**config.mk**
```make
export PLATFORM = sky130hd
export DESIGN_NAME = boot_loader
export DESIGN_NICKNAME = d
export VERILOG_FILES = /design/src/rtl/boot_loader.sv
export SDC_FILE = /design/constraint.sdc
export NUM_CORES = 1
export LEC_CHECK = 0
export CAP_MARGIN = 0
export CORE_UTILIZATION = 47
export DETAILED_ROUTE_END_ITERATION = 10
export GPL_TIMING_DRIVEN = 0
export PLACE_DENSITY = 0.81
export SYNTH_ARGS = -nofsm -noshare
export SYNTH_HDL_FRONTEND = slang
export SYNTH_SLANG_ARGS = --single-unit
```
**constraint.sdc**
```tcl
create_clock -name clock -period 9.7 [get_ports clock]
set_clock_uncertainty 0.1 [all_clocks]
set_input_delay 2.91 -clock clock [delete_from_list [all_inputs] [get_ports clock]]
set_output_delay 2.91 -clock clock [all_outputs]
set_load 0.01 [all_outputs]
```
**src/rtl/boot_loader.sv**
```systemverilog
// Boot loader: accepts a MAGIC/length header, streams N words into instruction
// memory with a running 32-bit checksum, then verifies a trailing checksum word.
module boot_loader #(
    parameter int          ADDR_WIDTH = 10,
    parameter int          BASE_ADDR  = 0,
    parameter logic [15:0] MAGIC      = 16'hB007
) (
    input  logic                  clock,
    input  logic                  rst,
    input  logic                  start,
    input  logic                  in_valid,
    input  logic [31:0]           in_data,
    output logic                  in_ready,
    output logic                  mem_we,
    output logic [ADDR_WIDTH-1:0] mem_addr,
    output logic [31:0]           mem_wdata,
    output logic                  busy,
    output logic                  done,
    output logic                  err
);

    typedef enum logic [2:0] {
        S_IDLE,
        S_HEADER,
        S_LOAD,
        S_CHECK,
        S_DONE,
        S_ERR
    } state_t;

    localparam logic [32:0] MEM_WORDS = 33'd1 << ADDR_WIDTH;

    state_t                  state_q;
    logic [15:0]             n_q;
    logic [15:0]             cnt_q;
    logic [31:0]             csum_q;
    logic                    rdy_q;
    logic                    we_q;
    logic [ADDR_WIDTH-1:0]   addr_q;
    logic [31:0]             wdata_q;
    logic                    busy_q;
    logic                    done_q;
    logic                    err_q;

    logic                    hs_d;
    logic [32:0]             end_addr_d;
    logic                    ovf_d;

    assign hs_d       = in_valid && rdy_q;
    // One past the last address the header would write; must not exceed memory size.
    assign end_addr_d = 33'(BASE_ADDR) + {17'd0, in_data[15:0]};
    assign ovf_d      = end_addr_d > MEM_WORDS;

    always_ff @(posedge clock) begin
        if (!rst) begin
            state_q <= S_IDLE;
            n_q     <= '0;
            cnt_q   <= '0;
            csum_q  <= '0;
            rdy_q   <= 1'b0;
            we_q    <= 1'b0;
            addr_q  <= '0;
            wdata_q <= '0;
            busy_q  <= 1'b0;
            done_q  <= 1'b0;
            err_q   <= 1'b0;
        end else begin
            we_q <= 1'b0;
            case (state_q)
                S_IDLE, S_DONE, S_ERR: begin
                    if (start) begin
                        state_q <= S_HEADER;
                        rdy_q   <= 1'b1;
                        busy_q  <= 1'b1;
                        done_q  <= 1'b0;
                        err_q   <= 1'b0;
                        cnt_q   <= '0;
                        csum_q  <= '0;
                    end
                end
                S_HEADER: begin
                    if (hs_d) begin
                        n_q    <= in_data[15:0];
                        cnt_q  <= '0;
                        csum_q <= '0;
                        if (in_data[31:16] != MAGIC || (in_data[15:0] != 16'd0 && ovf_d)) begin
                            state_q <= S_ERR;
                            err_q   <= 1'b1;
                            rdy_q   <= 1'b0;
                            busy_q  <= 1'b0;
                        end else if (in_data[15:0] == 16'd0) begin
                            state_q <= S_CHECK;
                        end else begin
                            state_q <= S_LOAD;
                        end
                    end
                end
                S_LOAD: begin
                    if (hs_d) begin
                        we_q    <= 1'b1;
                        addr_q  <= ADDR_WIDTH'(BASE_ADDR) + ADDR_WIDTH'(cnt_q);
                        wdata_q <= in_data;
                        csum_q  <= csum_q + in_data;
                        cnt_q   <= cnt_q + 16'd1;
                        if (cnt_q == n_q - 16'd1)
                            state_q <= S_CHECK;
                    end
                end
                S_CHECK: begin
                    if (hs_d) begin
                        rdy_q  <= 1'b0;
                        busy_q <= 1'b0;
                        if (in_data == csum_q) begin
                            state_q <= S_DONE;
                            done_q  <= 1'b1;
                        end else begin
                            state_q <= S_ERR;
                            err_q   <= 1'b1;
                        end
                    end
                end
                default: begin
                    state_q <= S_IDLE;
                    rdy_q   <= 1'b0;
                    busy_q  <= 1'b0;
                    done_q  <= 1'b0;
                    err_q   <= 1'b0;
                end
            endcase
        end
    end

    assign in_ready  = rdy_q;
    assign mem_we    = we_q;
    assign mem_addr  = addr_q;
    assign mem_wdata = wdata_q;
    assign busy      = busy_q;
    assign done      = done_q;
    assign err       = err_q;

endmodule

```
# == Yosys cells after proc, flatten, opt, wreduce, memory -nomap -nowiden ==
# Cells that the tools add are included.
# classes
n_bitwise,2
n_eq_ne,16
reduce_logical,17
magnitude_cmp,1
n_addsub,3
mux,32
# op_table
op,count
2-to-1 mux 32 bit,3
one-hot mux 32 bit (3 select lines),1
2-to-1 mux 16 bit,3
one-hot mux 16 bit (3 select lines),1
adder 32 bit,1
== test 32 bit,1
2-to-1 mux 3 bit,6
adder 16 x 1 -> 16 bit (second input constant),1
== test 16 bit,1
greater-than comparator 16 x 11 -> 1 bit (second input constant),1
logical NOT 16 bit,1
!= test 16 bit (second input constant),1
!= test 2 bit (second input constant),8
nonzero test 16 bit,1
subtractor 16 x 1 -> 16 bit (second input constant),1
2-to-1 mux 1 bit,14
one-hot mux 3 bit (4 select lines),1
AND reduction 5 bit,2
one-hot mux 1 bit (4 select lines),2
AND reduction 4 bit,2
== test 3 x 2 -> 1 bit (second input constant),2
== test 3 bit (second input constant),2
AND reduction 2 bit,3
AND reduction 6 bit,1
9 further kinds,11
# word_totals
out_inout_bits,47
in_bits,36
elab_cells,81
regBits,113

# == Depth between registers and ports, before layout ==
# depth
word_depth,6
depth_mapped,12
ltp_nobuf,10

# == Worst setup path after synthesis ==
# OpenSTA, ideal clock, no wires.
# synth_path
path_type,input to register
startpoint,input in_data[0]
endpoint,register csum_q[18]
stages,10
setup_slack_ns,4.323
setup_time_ns,0.117
arrival_time_ns,5.159
path_buffers,0
t_required_ns,9.483
cell_sequence,ha_1 -> fa_1 -> a211o_1 -> nor4bb_1 -> o21ai_0 -> a21oi_1 -> o21a_1 -> o21a_1 -> or3_1 -> a32o_1
# synth_via
elab_chain_cells,3
# synth_lines
element,line_no,rtl
start: declaration,12,"input logic [31:0] in_data,"
adder 32 bit,103,csum_q <= csum_q + in_data;
2-to-1 mux 32 bit,99,if (hs_d) begin
one-hot mux 32 bit (3 select lines),69,case (state_q)
end signal: assignment,103,
end: declaration,36,logic [31:0] csum_q;
# Every way passes these cells. The select of a mux whose other input is x is not followed.
# A chain may end at the register's enable or synchronous reset.

# == Final worst setup path ==
# layout_path
startpoint,input in_data[0]
endpoint,register csum_q[30]
# Same word-level chain as after synthesis.

==> results.yml <==
power_and_ir_drop:
  p_sw_uw: 490
  p_comb_share_pct: 26.1
  intPower_uw: 1140
  ir_worst_vdd_mv: 0.134
  p_leak_uw: 0.00319
  swShare_pct: 30.1
  p_clk_share_pct: 41.3
  seqPwrFrac_pct: 32.6
  power_density_mw_per_mm2: 195
yosys:
  avgSynthCellArea_sq_um: 8.17
  synth-edff-count: 0
  postSynth.asyncResetShare_pct: 0
  yosysUniqueCellTypes: 66
  synthFlopType: "dfxtp_1"
  synth_area_leaders: "dfxtp_1 (34%), nand2_1 (8.0%), ha_1 (6.2%)"
  synth_warnings: 0
  yosys.area.top_type_share_pct: 33.8
  syn-num-nets: 890
  syn_area_sq_mm: 0.00670
  ys_ff_latch: 113
  ys_seq_area_share_pct: 33.8
  synth_cells: 820
  yosysTopAreaCell: "dfxtp_1"
floorplanning:
  io_pins: 83
  core.rowCount: 43
  start_util_pct: 48.3
  die_y_microns: 121
  die_area_sq_mm: 0.0147
  core-area_sq_mm: 0.0139
  dieWidth_microns: 121
timing:
  finalSetupTns_ps: 0
  rsz0062_at_grt: "no"
  finalCriticalPeriod_ps: 5940
  hold_violations: 0
  max_freq_mhz: 168
  finalMaxSlewViolations: 0
  hold_slack_ps: 361
  fin_crit_sh_pct: 61.2
  slew_headroom_pct: 14.3
  layout_setup_ws_ps: 3760
  tightestPinTransition_ps: 1280
  setup_viol: 0
clock_tree:
  cts_num_sinks: 113
  clock_latency_ps: 420
  postCtsSetupBuffers: 0
  htreeDepth: 4
  hold_buffers: 0
  cts_buffer_depth: 2
  cts_tree: "built"
  cts_resized: 0
  numCtsBuffers: 17
  clockRootBuffer: "clkbuf_16"
  clk_pin_slew_ps: 50
setup_path:
  reg2reg_slack_ps: 6300
  ff2ff_path_depth: 10
  crit_fanout: 4
  path_class: "primary input to flop"
  reg2reg_to: "csum_q[31]"
  critical_path_required_ps: 9880
  arrival_ps: 6120
  crit_path_end_kind: "flop"
  start_kind: "primary input"
  reg2reg_from: "state_q[1]"
global_routing:
  grt_start_max_net_pins: 17
  grt_pass1_wl_microns: 30200
  grt_pass1_vias: 6046
  antenna_found_initial: 0
  gr-total-overflow: 0
  grtUsageTotal_pct: 26.5
hold_path:
  min_from: "csum_q[12]"
  min_path_cells: 2
  hold_path_end: "csum_q[12]"
  hp-class: "flop to flop"
final_layout:
  drive_gt1_share_pct: 5.47
  area_delta_synth_final_pct: 25.0
  fin_area_sq_mm: 0.00838
  diodes: 0
  final_nets: 991
  regArea_sq_mm: 0.00226
  multiInputGateArea_sq_mm: 0.00416
  final_core_util_pct: 60.3
  fillCellCount: 1214
drt:
  drt-total-wl_microns: 18500
  ant_nets: 0
  wl_per_cell_microns: 16.7
  drc_errors: 0
  drt-initial-drc-count: 478
  drt-pass1-iter-count: 5
  vias: 6345
  via_per_inst: 5.70
placed_design:
  place_congestion: 0.898
  dp.final_hpwl_microns: 13600
  pre_cts_slack_ps: 3410
  placed_cell_area_sq_mm: 0.00774
  port_buffers: 82
status:
  outcome: "finished, final reports clean"
job:
  drv_cap: 0
==> registers in the layout, indices dropped and copies added, names as in the netlist <==
name,count
busy,1
cnt_q,16
csum_q,32
done,1
err,1
mem_addr,10
mem_wdata,32
mem_we,1
n_q,16
state_q,3
==> power groups by stage <==
stage	registers [uW]	logic (uW)	clock network, uW
6_report	532	425	673
4_1_cts	531	421	679
3_5_place_dp	540	415	0
3_3_place_gp	539	410	0
2_1_floorplan	542	273	0
5_1_grt	536	463	704
==> area by class of cell <==
type                    instances  area share [%]
multi-input cells             644            49.7
flip-flops and latches        113            27.0
repair buffers                 82            9.80
clock buffers                  19            5.29
well taps                     180            2.69
plain buffers                  47            2.57
clock inverters                12            2.26
inverters                      16           0.717
==> how the worst max path moves through the flow <==
stage | from | endpoint | slack, ps | cells after the start
4_1_cts | in_data[0] | csum_q[30] | 3840 | 11
5_1_grt | in_data[0] | csum_q[30] | 3550 | 11
6_report | in_data[0] | csum_q[30] | 3760 | 11
3_5_place_dp | in_data[0] | csum_q[30] | 3410 | 11
2_1_floorplan | in_data[0] | csum_q[18] | 4320 | 10
3_3_place_gp | in_data[0] | csum_q[30] | 3420 | 11
==> worst max-delay path, stage by stage <==
cell	delay [ps]
clkdlybuf4s50_1	530
ha_1	310
fa_1	430
a211o_1	350
nor4bb_1	150
o21ai_0	260
nand2_1	180
a2111oi_0	570
o31ai_1	190
xnor2_1	150
o21ai_0	80
==> cells by family (layout without fill, tap and decap cells) <==
logic type,count (synthesis),after routing,synth area share (%)
muxes,20,20,2.99
xor gates and xnor gates,54,54,7.06
adders and majority gates,34,34,6.46
buffers and inverters,63,176,4.11
AOI/OAI and AO/OA,218,218,22.5
DFF,113,113,33.8
and+or+nand+nor,318,318,23.1
==> cells in the mapped netlist, types with 5 or more instances <==
library cell  count
nand2_1         143
dfxtp_1         113
a21boi_0         50
a21oi_1          43
clkbuf_1         39
o21ai_0          36
nor2_1           35
ha_1             33
nor2b_1          32
xor2_1           30
xnor2_1          24
mux2i_1          20
nand3_1          20
a21o_1           19
inv_1            16
nor3_1           16
or3_1            15
a22oi_1          13
nand4_1          13
nor4_1           12
and3_1            9
a211oi_1          6
o21a_1            6
nor4b_1           5
o21bai_1          5
==> metrics by stage <==
| step | power [uW] | cells |
|---|---|---|
| 2_1_floorplan | 815 | 820 |
| 3_3_place_gp | 949 | 1082 |
| 3_5_place_dp | 956 | 1082 |
| 4_1_cts | 1630 | 1113 |
| 5_1_grt | 1700 | 1113 |
| 6_report | 1630 | 1113 |
==> layer usage <==
| metal | track usage, % | vias to the layer above | share of wire, % |
|---|---|---|---|
| met3 | 6.72 | 30 | 5.2 |
| met2 | 44.7 | 169 | 49 |
| met1 | 32.3 | 3012 | 43 |
| li1 | - | 3134 | - |
| met5 | 0 | - | 0 |
| met4 | 9.57 | 0 | 2.3 |
==> layout by cell type, fill, tap and decap left out, types with 4 or more instances in the layout <==
| master | synthesis | routed |
|---|---|---|
| clkinv_2 | 0 | 6 |
| bufinv_16 | 0 | 5 |
| xnor2_1 | 24 | 24 |
| dfxtp_1 | 113 | 113 |
| a211o_1 | 4 | 4 |
| nor4_1 | 12 | 12 |
| mux2i_1 | 20 | 20 |
| nor4b_1 | 5 | 5 |
| nor3_1 | 16 | 16 |
| a21oi_1 | 43 | 43 |
| nor2_1 | 35 | 35 |
| o211ai_1 | 4 | 4 |
| o21bai_1 | 5 | 5 |
| clkbuf_16 | 0 | 17 |
| nand3_1 | 20 | 20 |
| xor2_1 | 30 | 30 |
| or3_1 | 15 | 15 |
| and3_1 | 9 | 9 |
| nand4_1 | 13 | 13 |
| a21o_1 | 19 | 19 |
| a211oi_1 | 6 | 6 |
| o21a_1 | 6 | 6 |
| a22oi_1 | 13 | 13 |
| nor2b_1 | 32 | 32 |
| clkbuf_1 | 39 | 40 |
| inv_1 | 16 | 16 |
| clkdlybuf4s50_1 | 0 | 82 |
| a21boi_0 | 50 | 50 |
| nand2_1 | 143 | 143 |
| ha_1 | 33 | 33 |
| o21ai_0 | 36 | 36 |
No activity file was read; power rests on OpenSTA's default activity.
